## src/rtl/piso_pkg.sv

```systemverilog
// Shared types and helpers for the parametrised PISO frame shifter.
package piso_pkg;

  // Frame controller states: IDLE keeps the legacy 165 behaviour, SHIFT runs a frame.
  typedef enum logic {
    IDLE  = 1'b0,
    SHIFT = 1'b1
  } state_e;

  // Bit counter width; never narrower than one bit so tiny registers still have a counter.
  function automatic int cnt_w(input int width);
    int c;
    c = $clog2(width);
    return (c < 1) ? 1 : c;
  endfunction

endpackage

```

## src/rtl/piso_frame_ctrl.sv

```systemverilog
// Frame controller: load handshake, bit counter, BUSY/DONE status and the
// load/shift strobes that steer the shift register datapath.
module piso_frame_ctrl
  import piso_pkg::*;
#(
  parameter int WIDTH = 8,
  parameter int CNTW  = cnt_w(WIDTH)
) (
  input  logic            clk_i,
  input  logic            rst_i,
  input  logic            sh_ld_n_i,
  input  logic            clk_inh_i,
  input  logic            ld_valid_i,
  output logic            ld_ready_o,
  output logic            busy_o,
  output logic            done_o,
  output logic [CNTW-1:0] bit_cnt_o,
  output logic            load_en_o,
  output logic            shift_en_o
);

  localparam logic [CNTW-1:0] LAST_CNT = CNTW'(WIDTH - 1);

  state_e          state_q;
  logic [CNTW-1:0] cnt_q;
  logic            done_q;

  logic last_bit;
  logic frame_load;

  // Handshake and strobes; the final frame bit opens a one-cycle window for a gapless reload.
  always_comb begin
    last_bit   = (state_q == SHIFT) && !clk_inh_i && (cnt_q == LAST_CNT);
    ld_ready_o = !rst_i && ((state_q == IDLE) || last_bit);
    frame_load = ld_valid_i && ld_ready_o;
    load_en_o  = frame_load || (!rst_i && (state_q == IDLE) && !sh_ld_n_i);
    shift_en_o = !rst_i && !frame_load && !clk_inh_i &&
                 ((state_q == SHIFT) || sh_ld_n_i);
  end

  // Frame FSM with registered counter and DONE pulse; reset aborts a frame silently.
  always_ff @(posedge clk_i) begin
    if (rst_i) begin
      state_q <= IDLE;
      cnt_q   <= '0;
      done_q  <= 1'b0;
    end else begin
      done_q <= last_bit;
      if (frame_load) begin
        state_q <= SHIFT;
        cnt_q   <= '0;
      end else if (last_bit) begin
        state_q <= IDLE;
        cnt_q   <= '0;
      end else if ((state_q == SHIFT) && !clk_inh_i) begin
        cnt_q <= cnt_q + CNTW'(1);
      end
    end
  end

  assign busy_o    = (state_q == SHIFT);
  assign done_o    = done_q;
  assign bit_cnt_o = cnt_q;

endmodule

```

## src/rtl/piso_frame_shifter.sv

```systemverilog
// Parametrised parallel-in/serial-out shifter with legacy 165 controls and a
// framed load interface. The top holds the shift register and output mux.
module piso_frame_shifter
  import piso_pkg::*;
#(
  parameter int WIDTH     = 8,
  parameter int LSB_FIRST = 0,
  localparam int CNTW     = cnt_w(WIDTH)
) (
  input  logic             CLK,
  input  logic             RST,
  input  logic             SH_LD,
  input  logic             CLK_INH,
  input  logic             SER,
  input  logic [WIDTH-1:0] PDATA,
  input  logic             LD_VALID,
  output logic             LD_READY,
  output logic             QH,
  output logic             QHb,
  output logic             BUSY,
  output logic             DONE,
  output logic [CNTW-1:0]  BIT_CNT
);

  logic [WIDTH-1:0] sr_q;
  logic [WIDTH-1:0] sr_d;
  logic             load_en;
  logic             shift_en;

  piso_frame_ctrl #(
    .WIDTH (WIDTH),
    .CNTW  (CNTW)
  ) u_ctrl (
    .clk_i      (CLK),
    .rst_i      (RST),
    .sh_ld_n_i  (SH_LD),
    .clk_inh_i  (CLK_INH),
    .ld_valid_i (LD_VALID),
    .ld_ready_o (LD_READY),
    .busy_o     (BUSY),
    .done_o     (DONE),
    .bit_cnt_o  (BIT_CNT),
    .load_en_o  (load_en),
    .shift_en_o (shift_en)
  );

  // Next register value: parallel load wins over a shift; SER fills the vacated end.
  always_comb begin
    sr_d = sr_q;
    if (load_en) begin
      sr_d = PDATA;
    end else if (shift_en) begin
      if (LSB_FIRST != 0) sr_d = {SER, sr_q[WIDTH-1:1]};
      else                sr_d = {sr_q[WIDTH-2:0], SER};
    end
  end

  // Shift register storage, cleared by reset.
  always_ff @(posedge CLK) begin
    if (RST) sr_q <= '0;
    else     sr_q <= sr_d;
  end

  // Output end depends on bit order; QH comes straight from the register.
  assign QH  = (LSB_FIRST != 0) ? sr_q[0] : sr_q[WIDTH-1];
  assign QHb = ~QH;

endmodule

```

## config.mk

```make
export PLATFORM = sky130hd
export DESIGN_NAME = piso_frame_shifter
export DESIGN_NICKNAME = d
export VERILOG_FILES = /design/src/rtl/piso_pkg.sv /design/src/rtl/piso_frame_ctrl.sv /design/src/rtl/piso_frame_shifter.sv
export SDC_FILE = /design/constraint.sdc
export NUM_CORES = 1
export LEC_CHECK = 0
export BUFFER_PORTS_ARGS = -buffer_cell sky130_fd_sc_hd__buf_2
export CAP_MARGIN = 20
export CELL_PAD_IN_SITES_DETAIL_PLACEMENT = 1
export CELL_PAD_IN_SITES_GLOBAL_PLACEMENT = 1
export CORE_MARGIN = 10
export CORE_UTILIZATION = 34
export DETAILED_ROUTE_END_ITERATION = 16
export PLACE_DENSITY_LB_ADDON = 0.08
export REMOVE_ABC_BUFFERS = 1
export SLEW_MARGIN = 20
export SYNTH_ARGS = -nofsm -noshare
export SYNTH_HDL_FRONTEND = slang
export SYNTH_SLANG_ARGS = --single-unit
```

## constraint.sdc

```tcl
create_clock -name CLK -period 1.6 [get_ports CLK]
set_clock_uncertainty 0.05 [all_clocks]
set_input_delay 0.16 -clock CLK [delete_from_list [all_inputs] [get_ports CLK]]
set_output_delay 0.16 -clock CLK [all_outputs]
set_load 0.01 [all_outputs]
```

## Yosys cells after proc, flatten, opt, wreduce, memory -nomap -nowiden

Index checks and enable logic that the tools add are counted.

- Flip-flop bits (word level): 13
- Input bits: 14
- Output and inout port bits: 8

- Add/subtract/negate cells: 1
- Equality and inequality tests: 1
- Mux-type cells: 4
- Bitwise gates (word level): 2
- Reductions and logical operators: 19

Operators with widths:

| kind | count |
|---|---|
| $mux W8 | 2 |
| $logic_and A1 B1 Y1 | 9 |
| $logic_not A1 Y1 | 4 |
| $reduce_bool A2 Y1 | 2 |
| $add A3 B1 Y3 const B | 1 |
| $eq A3 B3 Y1 const B | 1 |
| $logic_or A1 B1 Y1 | 3 |
| $reduce_or A3 Y1 | 1 |
| $mux W1 | 2 |
| $not A1 Y1 | 2 |

## Longest topological paths before layout

- Depth after elaboration: 12
- Mapped depth: 7
- Gate-level depth less buffers: 6

## Cells and area by module

A second synthesis with hierarchy kept.

- Cells, all modules: 65
- Area, all modules: 626.9 um^2

By module, submodules not included:

| module | instances | cells an instance | area an instance (um^2) | seq. area each (um^2) |
|---|---|---|---|---|
| piso_frame_shifter | 1 | 36 | 372.9 | 160.2 |
| piso_frame_ctrl | 1 | 29 | 254.0 | 100.1 |

## Worst setup path after synthesis

Ideal clock, no wire load.

- Path kind: flip-flop to flip-flop
- From: reg u_ctrl.cnt_q[0], in the netlist u_ctrl.bit_cnt_o[0]
- To: reg sr_q[6]
- Library setup time: 130 ps
- Data arrival time: 1267 ps
- Data required time: 1420 ps
- Path slack: 153 ps
- Cell stages (with the launch flop): 8
- Buffers on the path: 1
- Clock period less this slack: 1447 ps
- Cells stage by stage: dfxtp_1 -> ha_1 -> ha_1 -> nand2b_4 -> o32a_1 -> buf_4 -> nor2_1 -> a211oi_2

- Cells in the longest elaborated chain, start to end: 10
- Elaborated cells between the ends (all ways): 12

Ends and longest elaborated chain:

| item | line | source |
|---|---|---|
| from (decl) | piso_frame_ctrl.sv:25 | `logic [CNTW-1:0] cnt_q;` |
| from (signal assigned) | piso_frame_ctrl.sv:56 | `cnt_q <= cnt_q + CNTW'(1);` |
| $eq A3 B3 Y1 (*) | piso_frame_ctrl.sv:33 | `last_bit = (state_q == SHIFT) && !clk_inh_i && (cnt_q == LAST_CNT);` |
| $logic_and A1 B1 Y1 (*) | piso_frame_ctrl.sv:33 |  |
| $logic_or A1 B1 Y1 (*) | piso_frame_ctrl.sv:34 | `ld_ready_o = !rst_i && ((state_q == IDLE) \|\| last_bit);` |
| $logic_and A1 B1 Y1 (*) | piso_frame_ctrl.sv:34 |  |
| $logic_and A1 B1 Y1 (*) | piso_frame_ctrl.sv:35 | `frame_load = ld_valid_i && ld_ready_o;` |
| $logic_not A1 Y1 | piso_frame_ctrl.sv:37 | `shift_en_o = !rst_i && !frame_load && !clk_inh_i &&` |
| $logic_and A1 B1 Y1 (3 in a row) | piso_frame_ctrl.sv:37 |  |
| $reduce_bool A2 Y1 (no line) | -- |  |
| to (signal assigned) | piso_frame_shifter.sv:61 | `else sr_q <= sr_d;` |
| to (decl) | piso_frame_shifter.sv:25 | `logic [WIDTH-1:0] sr_q;` |

Every way passes the cells marked *; elsewhere a longest branch is shown, timed or not.
A chain may end at the register's enable or synchronous reset.

## Final worst setup path

- From: reg u_ctrl.cnt_q[0], in the netlist u_ctrl.bit_cnt_o[0]
- To: out LD_READY

- Cells in the longest elaborated chain, start to end: 4

Ends and longest elaborated chain:

| item | line | source |
|---|---|---|
| $eq A3 B3 Y1 | piso_frame_ctrl.sv:33 |  |
| $logic_and A1 B1 Y1 | piso_frame_ctrl.sv:33 |  |
| $logic_or A1 B1 Y1 | piso_frame_ctrl.sv:34 |  |
| $logic_and A1 B1 Y1 | piso_frame_ctrl.sv:34 |  |
| to (decl) | piso_frame_shifter.sv:17 | `output logic LD_READY,` |

Every way passes these cells.

==> flow_summary_export.csv <==
group,metric,value,unit
clock_network,cts_buffers,3,
placed_design,portBuffers,21,
floorplanning,dieArea,0.00402,mm²
sta,worst_pin_slew,491,ps
power_and_ir_drop,pwr-share-seq,0.525,
placed_design,dpl_cell_area,769,µm²
synth,netlist_area,641,µm²
global_route,grt_max_degree,17,
global_route,grt_pass1_vias,659,
power_and_ir_drop,power.switching,0.000188,W
synth,synth_enable_flop_cells,0,
drt,routedWlPerCell,13.3,µm
drt,ant_nets,0,
sta,min_period,1490,ps
setup_path,start_kind,"flop",
floorplanning,core-area,0.00176,mm²
floorplanning,die_h,63.4,µm
power_and_ir_drop,pwr-share-comb,0.180,
cells_and_area,areaGrowthSynthToFinish,29.9,%
synth,ys.flop_type,"dfxtp_1",
synth,synth-seq-area-share,0.406,
job,drv_cap,0,
clock_network,clock-root-buffer,"clkbuf_4",
setup_path,critPathSlowestCell,"dfxtp_2",
cells_and_area,final_util,0.472,
synth,yosys_warnings,0,
clock_network,cts_tree,"built",
sta,maxSlewViolCount,0,
synth,synth_top_cell_by_area,"dfxtp_1",
sta,hold_viol_final,0,
drt,dr_total_vias,593,
hold_path,hp-class,"input port to flop",
cells_and_area,layout.nets,115,
setup_path,endpoint_kind,"primary output",
setup_path,cp_max_fo,6,
power_and_ir_drop,p_leak,0.361,nW
status,status,"complete, no violations",
setup_path,critPathMaxStageDelay,340,ps
sta,rsz0062_at_grt,"no",
synth,synth_cells,72,
drt,drt-initial-drc-count,5,
power_and_ir_drop,ir_drop,357,µV
placed_design,gp_congestion,0.728,
setup_path,worst_ep_required_time,1390,ps
drt,vias_per_cell,4.82,
sta,period_share,0.932,
clock_network,cts_max_level,1,
drt,firstDrtPassIters,2,
power_and_ir_drop,p_clk_frac,0.295,
sta,fmax,0.671,GHz
synth,synth.most_common_cell,"dfxtp_1",
global_route,grt_pass1_wl,2880,µm
floorplanning,ioPinCount,22,
floorplanning,start_util,0.363,
power_and_ir_drop,p_total,0.000692,W
global_route,antenna_found_initial,0,
floorplanning,die_w,63.4,µm
clock_network,clk_path_buf_depth,2,
clock_network,clk_pin_slew_worst_paths,80,ps
cells_and_area,diodes,0,
power_and_ir_drop,p_int,0.000504,W
setup_path,arrival,1280,ps
sta,setup_viol,0,
synth,synthTopCellsByArea,"dfxtp_1 41%, o21bai_1 8.2%, nor3_1 7.8%",
floorplanning,num_rows,15,
synth,async_reset_ff_frac,0,
synth,syn_avg_cell_area,8.90,µm²
global_route,overflow,0,
hold_path,worstHoldPathCells,3,
power_and_ir_drop,switching_share,0.271,
synth,yosys.cell_types.count,23,
synth,synth_seq_cells,13,
setup_path,worst-r2r-cell-count,7,
clock_network,clkLatencyLatePin,270,ps
setup_path,crit_chain,"ha_2, ha_4, nand2b_4, a21oi_2, buf_2",
power_and_ir_drop,p_per_area,832,mW/mm²
placed_design,hpwlAfterDp,1300,µm
sta,slew_headroom,0.672,
global_route,track_usage,0.0870,
cells_and_area,drive_gt1_frac,0.378,
synth,synth_common_cells,"13 x dfxtp_1, 11 x nor2_1, 10 x nor3_1, 7 x o21bai_1, 4 x nand2_1",
clock_network,holdBufCountCts,0,
sta,whs,93.6,ps
cells_and_area,finalInstanceArea,832,µm²
drt,wirelength,1640,µm
clock_network,cts_sinks,13,
sta,totalNegativeSetupSlack,0,ps
synth,synth_top_area_share,0.406,
setup_path,critical_path_class,"flop to primary output",
drt,drc_errors,0,
metal layers:
layer	track usage	part of all wire	up-vias
met1	0.0917	0.50	275
li1	-	-	303
met4	0.0410	0.0080	0
met3	0.0353	0.053	2
met2	0.147	0.44	13
met5	0	0	-
through the flow:
stage               cells  setup slack (ps)
CTS                   121              10.6
finish                123               109
global route          123              5.04
global placement      117               120
detailed placement    117              82.2
floorplan              68               102
cells by family after synthesis:
group	after synthesis	share of synthesized area
AOI/OAI and AO/OA	16	0.193
buffers and inverters	5	0.0527
xor gates and xnor gates	1	0.0137
adders and majority gates	2	0.0391
DFF	13	0.406
and+or+nand+nor	32	0.248
muxes	3	0.0469
area by class of cell:
| type | instances | area [µm²] |
|---|---|---|
| Clock buffer | 4 | 26.3 |
| Sequential cell | 13 | 263 |
| Multi-Input combinational cell | 54 | 365 |
| Timing Repair Buffer | 26 | 143 |
| Fill cell | 238 | 932 |
| Inverter | 1 | 3.75 |
| Tap cell | 25 | 31.3 |
placed cells by master, fill, tap and decap left out, types with 2 or more instances in the layout:
master    synthesis  layout
clkbuf_4          0       3
a31oi_1           2       2
mux2i_1           3       3
dfxtp_2           0       2
nand2_1           4       4
buf_2             0      21
buf_4             2       5
nor2b_1           3       3
nor2_1           11      11
o21bai_1          7       7
dfxtp_1          13      11
nor3_1           10      10
a21oi_1           3       2
critical path, delay by kind of cell, from the launching register on:
family,cells,cell delay [ps]
AOI/OAI and AO/OA,1,130
adders and majority gates,2,320
buffers and inverters,1,140
DFF,1,340
and+or+nand+nor,1,80
worst paths after layout:
check	from	end	slack [ps]
worst max-delay path	u_ctrl.bit_cnt_o[0]	LD_READY	110
worst min-delay path	PDATA[0]	sr_q[0]	90
worst max register to register	u_ctrl.bit_cnt_o[0]	sr_q[3]	170
worst min register to register	sr_q[6]	sr_q[7]	440
state kept, by name (all words and copies together) (netlist names):
register          cells
u_ctrl.busy_o         1
sr_q                  8
u_ctrl.bit_cnt_o      3
u_ctrl.done_o         1
repair_timing:
action,4_1_cts,5_1_grt
setup buffers,0,2
setup endpoints to repair,1,8
pin swaps,0,0
gates resized for setup,1,5
cloned,0,0
power groups by stage:
stage	clock [W]	sequential, W	combinational (W)
after floorplan	0	0.000369	0.0000666
after global placement	0	0.000370	0.000121
after detailed placement	0	0.000371	0.000124
after CTS	0.000216	0.000364	0.000124
after global routing	0.000237	0.000367	0.000141
final	0.000204	0.000364	0.000124
No activity file was read; power rests on OpenSTA's default activity.
